### config.mk
export PLATFORM = sky130hd
export DESIGN_NAME = tmr_vote_controller
export DESIGN_NICKNAME = d
export VERILOG_FILES = /design/src/rtl/tmr_vote_controller.sv
export SDC_FILE = /design/constraint.sdc
export NUM_CORES = 1
export LEC_CHECK = 0
export BUFFER_PORTS_ARGS = -buffer_cell sky130_fd_sc_hd__buf_4
export CORE_AREA = 5 5 74 126
export CTS_CLUSTER_SIZE = 14
export DETAILED_ROUTE_END_ITERATION = 6
export DIE_AREA = 0 0 79 131
export HOLD_SLACK_MARGIN = 0.06
export PLACE_DENSITY = 0.63
export SYNTH_ARGS = -nofsm -noshare
export SYNTH_HDL_FRONTEND = slang
export SYNTH_SLANG_ARGS = --single-unit
### constraint.sdc
create_clock -name clk -period 2.5 [get_ports clk]
set_input_delay 0 -clock clk [delete_from_list [all_inputs] [get_ports clk]]
set_output_delay 0 -clock clk [all_outputs]
set_load 0.01 [all_outputs]
### src/rtl/tmr_vote_controller.sv
// TMR voting / health-monitor stage.
// Captures one triplicated sample per handshake, votes it bitwise, flags the
// channels that disagree with the vote, and tracks consecutive mismatches per
// channel. A channel whose streak reaches FAULT_THRESH gets a sticky fault flag.
module tmr_vote_controller #(
  parameter int WIDTH        = 8,
  parameter int ERR_CNT_W    = 4,
  parameter int FAULT_THRESH = 3
) (
  input  logic                 clk,
  input  logic                 rst_n,
  input  logic                 in_valid,
  output logic                 in_ready,
  input  logic [WIDTH-1:0]     A,
  input  logic [WIDTH-1:0]     B,
  input  logic [WIDTH-1:0]     C,
  output logic                 out_valid,
  input  logic                 out_ready,
  output logic [WIDTH-1:0]     result,
  output logic [2:0]           mismatch,
  output logic                 no_majority,
  output logic [2:0]           fault,
  output logic [ERR_CNT_W-1:0] err_cnt_a,
  output logic [ERR_CNT_W-1:0] err_cnt_b,
  output logic [ERR_CNT_W-1:0] err_cnt_c,
  input  logic                 clear_faults
);

  typedef enum logic [1:0] {
    IDLE = 2'd0,
    VOTE = 2'd1,
    OUT  = 2'd2
  } state_t;

  localparam logic [ERR_CNT_W-1:0] CNT_MAX = {ERR_CNT_W{1'b1}};
  localparam logic [ERR_CNT_W-1:0] THRESH  = ERR_CNT_W'(FAULT_THRESH);
  localparam logic [ERR_CNT_W-1:0] CNT_ONE = ERR_CNT_W'(1);

  state_t               state_q;
  state_t               state_d;
  logic                 capture_en;
  logic                 vote_en;

  logic [WIDTH-1:0]     a_q;
  logic [WIDTH-1:0]     b_q;
  logic [WIDTH-1:0]     c_q;

  logic [WIDTH-1:0]     voted;
  logic [2:0]           mismatch_next;

  logic [ERR_CNT_W-1:0] cnt_q [3];
  logic [ERR_CNT_W-1:0] cnt_d [3];
  logic [2:0]           fault_d;

  // State register; reset drops out_valid at once because it is decoded from state.
  always_ff @(posedge clk or negedge rst_n) begin
    // NOTE: sequential state uses non-blocking assignments so every register
    // samples the pre-edge values of the others, independent of block ordering.
    if (!rst_n) state_q <= IDLE;
    else        state_q <= state_d;
  end

  // Next-state and handshake decode for the IDLE -> VOTE -> OUT sequence.
  always_comb begin
    // NOTE: every output of this block is given a default first so no path
    // leaves a signal unassigned, which would otherwise infer a latch.
    state_d    = state_q;
    in_ready   = 1'b0;
    out_valid  = 1'b0;
    capture_en = 1'b0;
    vote_en    = 1'b0;
    case (state_q)
      IDLE: begin
        in_ready = 1'b1;
        if (in_valid) begin
          capture_en = 1'b1;
          state_d    = VOTE;
        end
      end
      VOTE: begin
        vote_en = 1'b1;
        state_d = OUT;
      end
      OUT: begin
        out_valid = 1'b1;
        if (out_ready) state_d = IDLE;
      end
      default: state_d = IDLE;
    endcase
  end

  // Sample capture; only loaded on an accepted IDLE handshake.
  always_ff @(posedge clk or negedge rst_n) begin
    // NOTE: these are plain registers rather than a memory array, so clearing
    // them on reset is cheap and keeps stale data out of the vote.
    if (!rst_n) begin
      a_q <= '0;
      b_q <= '0;
      c_q <= '0;
    end else if (capture_en) begin
      a_q <= A;
      b_q <= B;
      c_q <= C;
    end
  end

  assign voted         = (a_q & b_q) | (a_q & c_q) | (b_q & c_q);
  assign mismatch_next = {c_q != voted, b_q != voted, a_q != voted};

  // Registered vote outputs; held stable through OUT until the next VOTE.
  always_ff @(posedge clk or negedge rst_n) begin
    if (!rst_n) begin
      result      <= '0;
      mismatch    <= '0;
      no_majority <= 1'b0;
    end else if (vote_en) begin
      result      <= voted;
      mismatch    <= mismatch_next;
      no_majority <= &mismatch_next;
    end
  end

  // Streak counters: a mismatch extends the streak (saturating), a match ends it.
  always_comb begin
    for (int k = 0; k < 3; k++) begin
      cnt_d[k] = '0;
      if (mismatch_next[k]) begin
        cnt_d[k] = (cnt_q[k] == CNT_MAX) ? CNT_MAX : cnt_q[k] + CNT_ONE;
      end
      fault_d[k] = fault[k] | (cnt_d[k] >= THRESH);
    end
  end

  // Health state; clear_faults takes priority over a coincident vote update.
  always_ff @(posedge clk or negedge rst_n) begin
    if (!rst_n) begin
      fault <= '0;
      for (int k = 0; k < 3; k++) cnt_q[k] <= '0;
    end else if (clear_faults) begin
      fault <= '0;
      for (int k = 0; k < 3; k++) cnt_q[k] <= '0;
    end else if (vote_en) begin
      fault <= fault_d;
      for (int k = 0; k < 3; k++) cnt_q[k] <= cnt_d[k];
    end
  end

  assign err_cnt_a = cnt_q[0];
  assign err_cnt_b = cnt_q[1];
  assign err_cnt_c = cnt_q[2];

endmodule

# Word level (Yosys, flattened, before mapping)
# Index checks and enable logic that the tools add are counted.
[classes] n_addsub=3 order_cmp=3 n_eq_ne=10 mux=18 bitwise_logic=8 n_reduce_logical=4
[ops] operator="8-bit AND" n=3
[ops] operator="12-bit two-way mux" n=2
[ops] operator="4-bit two-way mux" n=6
[ops] operator="8-bit != test" n=3
[ops] operator="8-bit OR" n=2
[ops] operator="4-bit by 1-bit adder with 4-bit output (second input constant)" n=3
[ops] operator="4-bit == test (second input constant)" n=3
[ops] operator="4-bit by 2-bit greater-or-equal comparator with 1-bit output (second input constant)" n=3
[ops] operator="3-bit two-way mux" n=2
[ops] operator="2-bit one-hot mux with 3 select lines" n=1
[ops] operator="1-bit two-way mux" n=5
[ops] operator="2-bit two-way mux" n=2
[ops] operator="2-bit != test (second input constant)" n=2
[ops] operator="1-bit OR" n=3
[ops] operator="3-bit AND reduction" n=1
[ops] operator="2-bit by 1-bit == test with 1-bit output (second input constant)" n=1
[ops] operator="2-bit == test (second input constant)" n=1
[ops] operator="2-bit zero test" n=1
[ops] operator="2-bit AND reduction" n=1
[ops] operator="2-bit nonzero test" n=1
[totals] reg_bits=53 inputBits=29 word_cells=57

# Depth between registers and ports, before layout
[depth] ltp_word=9 depth_mapped=6

# Worst setup path before layout
# OpenSTA, ideal clock, no wires.
[synth_path] kind="register to register" from="reg c_q[6]" to="reg fault[1]" setup_ps=132 arrival_time_ps=1531 required_time_ps=2368 slack_ps=837 stages_incl_launch_ff=7 path_buffers=1 cell_sequence="dfrtp_1 > a21oi_1 > o22ai_1 > or4_4 > buf_6 > a31oi_4 > nor2_1"
[synth_between] elab_chain_len=9 elab_cells_between_ends=10 classes_between="order compare: 1; eq/ne: 1; mux: 3; bitwise: 5"
[synth_rtl] element="start: declaration" line_no="46" rtl="logic [WIDTH-1:0] c_q;"
[synth_rtl] element="start signal: assignment" line_no="99" rtl="c_q <= '0;"
[synth_rtl] element="start signal: assignment" line_no="103" rtl="c_q <= C;"
[synth_rtl] element="8-bit AND" line_no="107" rtl="assign voted = (a_q & b_q) | (a_q & c_q) | (b_q & c_q);"
[synth_rtl] element="8-bit OR" line_no="107"
[synth_rtl] element="8-bit OR *" line_no="107"
[synth_rtl] element="8-bit != test *" line_no="108" rtl="assign mismatch_next = {c_q != voted, b_q != voted, a_q != voted};"
[synth_rtl] element="4-bit two-way mux *" line_no="127" rtl="if (mismatch_next[k]) begin"
[synth_rtl] element="4-bit by 2-bit greater-or-equal comparator with 1-bit output *" line_no="130" rtl="fault_d[k] = fault[k] | (cnt_d[k] >= THRESH);"
[synth_rtl] element="1-bit OR *" line_no="130"
[synth_rtl] element="3-bit two-way mux *" line_no="142" rtl="end else if (vote_en) begin"
[synth_rtl] element="3-bit two-way mux *" line_no="139" rtl="end else if (clear_faults) begin"
[synth_rtl] element="end signal: assignment" line_no="143" rtl="fault <= fault_d;"
[synth_rtl] element="end: declaration" line_no="22" rtl="output logic [2:0] fault,"
# Every way passes the cells marked *; elsewhere a longest branch is shown, timed or not. The select of a mux whose other input is x is not followed.
# A chain may end at the register's enable or synchronous reset.

# Worst setup path in the final report
[layout_path] from="reg c_q[7]" to="reg fault[0]"
# The elaborated chain is that of the path after synthesis.

==> impl_metrics.ini <==
[synthesis]
postSynthCellCount = 270
postSynthRegisterBits = 53
syn-num-nets = 302
yosysUniqueCellTypes = 38
fraction_of_synthesis_flops_using_an_asynchronous_set_or_reset_pin_pct = 100
most_frequently_used_flop_master_after_synthesis = sky130_fd_sc_hd__dfrtp_1
synth_seq_area_share_pct = 48.2
ys.warnings.count = 0
syn-cell-area_mm2 = 0.00275
synth_enable_flop_cells = 0
syn_area_per_cell_um2 = 10.2

[timing]
timing_max_transition_violations_final = 0
final.period_utilization_pct = 80.2
worst_pin_slew_ps = 949
final_hold_fails = 0
max_freq_ghz = 0.499
tns_ps = 0
grt_setup_unrepaired = no
fin_skew_ps = 5.49
setup_viol_count_final = 0
worst_slew_margin_relative_to_its_limit_pct = 36.7
timing.final.crit_period_ps = 2010

[place]
placed_area_mm2 = 0.00328
detailed_place_hpwl_um = 4850
dp_cells = 413
placement.io_buffers = 57
routabilityCongestion = 0.803

[finish]
most_used_cells_in_the_layout_excluding_fill_and_tap_cells = 61 x sky130_fd_sc_hd__buf_4, 53 x sky130_fd_sc_hd__dfrtp_1, 28 x sky130_fd_sc_hd__a21oi_1, 27 x sky130_fd_sc_hd__dlygate4sd3_1, 24 x sky130_fd_sc_hd__nand2_1
mostFrequentLayoutCell = sky130_fd_sc_hd__buf_4
nets = 387
num_antenna_cells = 0
final_design_area_no_fill_mm2 = 0.00369
n_fill_cell = 778
finish.cell_count_without_fillers = 448
layout.core_utilization_pct = 45.0
final_layout_size_suffix_gt1_share_pct = 27.5
area_growth_syn_to_layout_pct = 33.9

[critical_path]
worst-r2r-cell-count = 5
worst-endpoint-arrival_ps = 2180
cp_max_fo = 7
required_ps = 2680
startpoint_types = register
worst_setup_path_category = register to register
endpoint_kind = register

[die]
rows = 44
fp.dieH_um = 131
fp.dieArea_mm2 = 0.0103
core-area_mm2 = 0.00820
boundaryPins = 58
initial_utilization_pct = 33.6
die_x_um = 79

[detailed_routing]
top_layer_used = met4
drc = 0
routed_len_inst_um = 14.8
met3_length_um = 325
wire_length_on_met1_um = 2650
via_count = 2366
detail_route.first_pass.iterations = 4
met2_wirelength_um = 3550
finalWirelength_um = 6650
vias_per_cell = 5.28
detailedRoute.firstIterationViolations = 92
final_antenna_net_count = 0

[cts]
cts-root-buf = sky130_fd_sc_hd__clkbuf_16
cts.clk_slew.worst_paths_ps = 70
worstSkewPairLatency_ps = 290
total_cts_buffers = 5
clock_path_buffers = 2
clock-sinks = 53
cts_max_level = 2
post-cts-setup-buffers = 0
cts_tree = yes

[global_routing]
antenna_found_initial = 0
global_route_wire_length_before_repair_um = 10900
grtUsageTotal_pct = 13.5
global_route.overflow_total = 0
grt_max_degree = 54
grt_pass1_vias = 2269

[outcome]
status = finished clean

[worst_hold_path]
worstHoldPathCells = 3
worstHoldPathType = input port to register

[job]
maxCapViolCount = 0

[power]
cellPowerDensity_mw_per_mm2 = 1100
p_leak_nw = 1.66
ir_worst_vdd_v = 0.000398
## cells in the mapped netlist (all sizes together) (4+ instances only)
cell	count	share of area, %
a2111oi	4	1.7
mux2	22	9.0
o21ai	10	1.8
nand2	24	3.3
a22oi	6	2.0
o31ai	8	2.2
buf	5	1.1
inv	9	1.2
dfrtp	53	48
nand3b	5	1.4
nand2b	4	0.91
a21oi	29	5.4
o21a	8	2.2
and3b	12	3.8
nor3b	12	3.3
clkbuf	5	0.68
nor2	21	2.9
## worst paths after layout
path                        startpoint     endpoint  slack, ps
min in group asynchronous        rst_n   state_q[0]        290
hold / removal                in_valid   state_q[0]        260
setup / recovery                c_q[7]     fault[0]        490
max in group asynchronous        rst_n    result[7]       1750
hold reg to reg            mismatch[0]  mismatch[0]        470
setup reg to reg                c_q[7]     fault[0]        490
## what timing repair did
item / 4_1_cts / 5_1_grt
hold endpoints to repair: 93 / 0
hold buffers: 27 / 0
gates resized for setup: 0 / 0
## per-stage QoR
step                worst slack, ps  power [W]  hold WS (ps)
finish                          495    0.00407           257
floorplan                       837    0.00279          -296
global placement                359    0.00338          88.6
detailed placement              415    0.00342          95.0
CTS                             398    0.00413           258
global route                    323    0.00441           269
## power by group
part           switching, W  leakage, nW  total (W)  internal [W]
clock              0.000298       0.0706   0.000667      0.000368
combinational      0.000825        0.931    0.00176      0.000935
sequential         0.000449        0.661    0.00164       0.00120
## critical path: stages, from the launching register on
cell and delay (ps):
sky130_fd_sc_hd__dfrtp_1 430, sky130_fd_sc_hd__nor2b_1 170, sky130_fd_sc_hd__a2111oi_0 500, sky130_fd_sc_hd__nand4_1 420
sky130_fd_sc_hd__a31oi_1 290, sky130_fd_sc_hd__nor2_1 60
## cells by family (layout without fill, tap and decap cells)
kind of cell	Yosys count	count (layout)	share of synthesized area, %
compound gates	76	76	18.8
mux	22	22	9.00
flops	53	53	48.2
buf+inv	19	105	3.00
fa+ha+maj	3	3	1.36
simple gates	97	97	19.7
## flip-flops by register name, indices dropped and copies added (netlist names)
register,count
a_q,8
b_q,8
c_q,8
result,8
err_cnt_a,4
err_cnt_b,4
err_cnt_c,4
fault,3
mismatch,3
state_q,2
no_majority,1
## per-layer routing
layer / vias up / global-route usage (%)
met2: 64 / 24.9
met4: 0 / 4.96
met3: 8 / 3.02
met5: - / 0
li1: 1163 / -
met1: 1131 / 15.0
## layout make-up
| class | instances | area (µm²) | area share [%] |
|---|---|---|---|
| clock buffer | 6 | 129 | 3.50 |
| clock inverter | 2 | 10.0 | 0.271 |
| inverter | 9 | 33.8 | 0.916 |
| multi-input combinational | 198 | 1350 | 36.5 |
| sequential | 53 | 1330 | 36.0 |
| tap | 92 | 115 | 3.12 |
| timing repair buffer | 88 | 728 | 19.7 |
(Power assumes the default switching activity.)
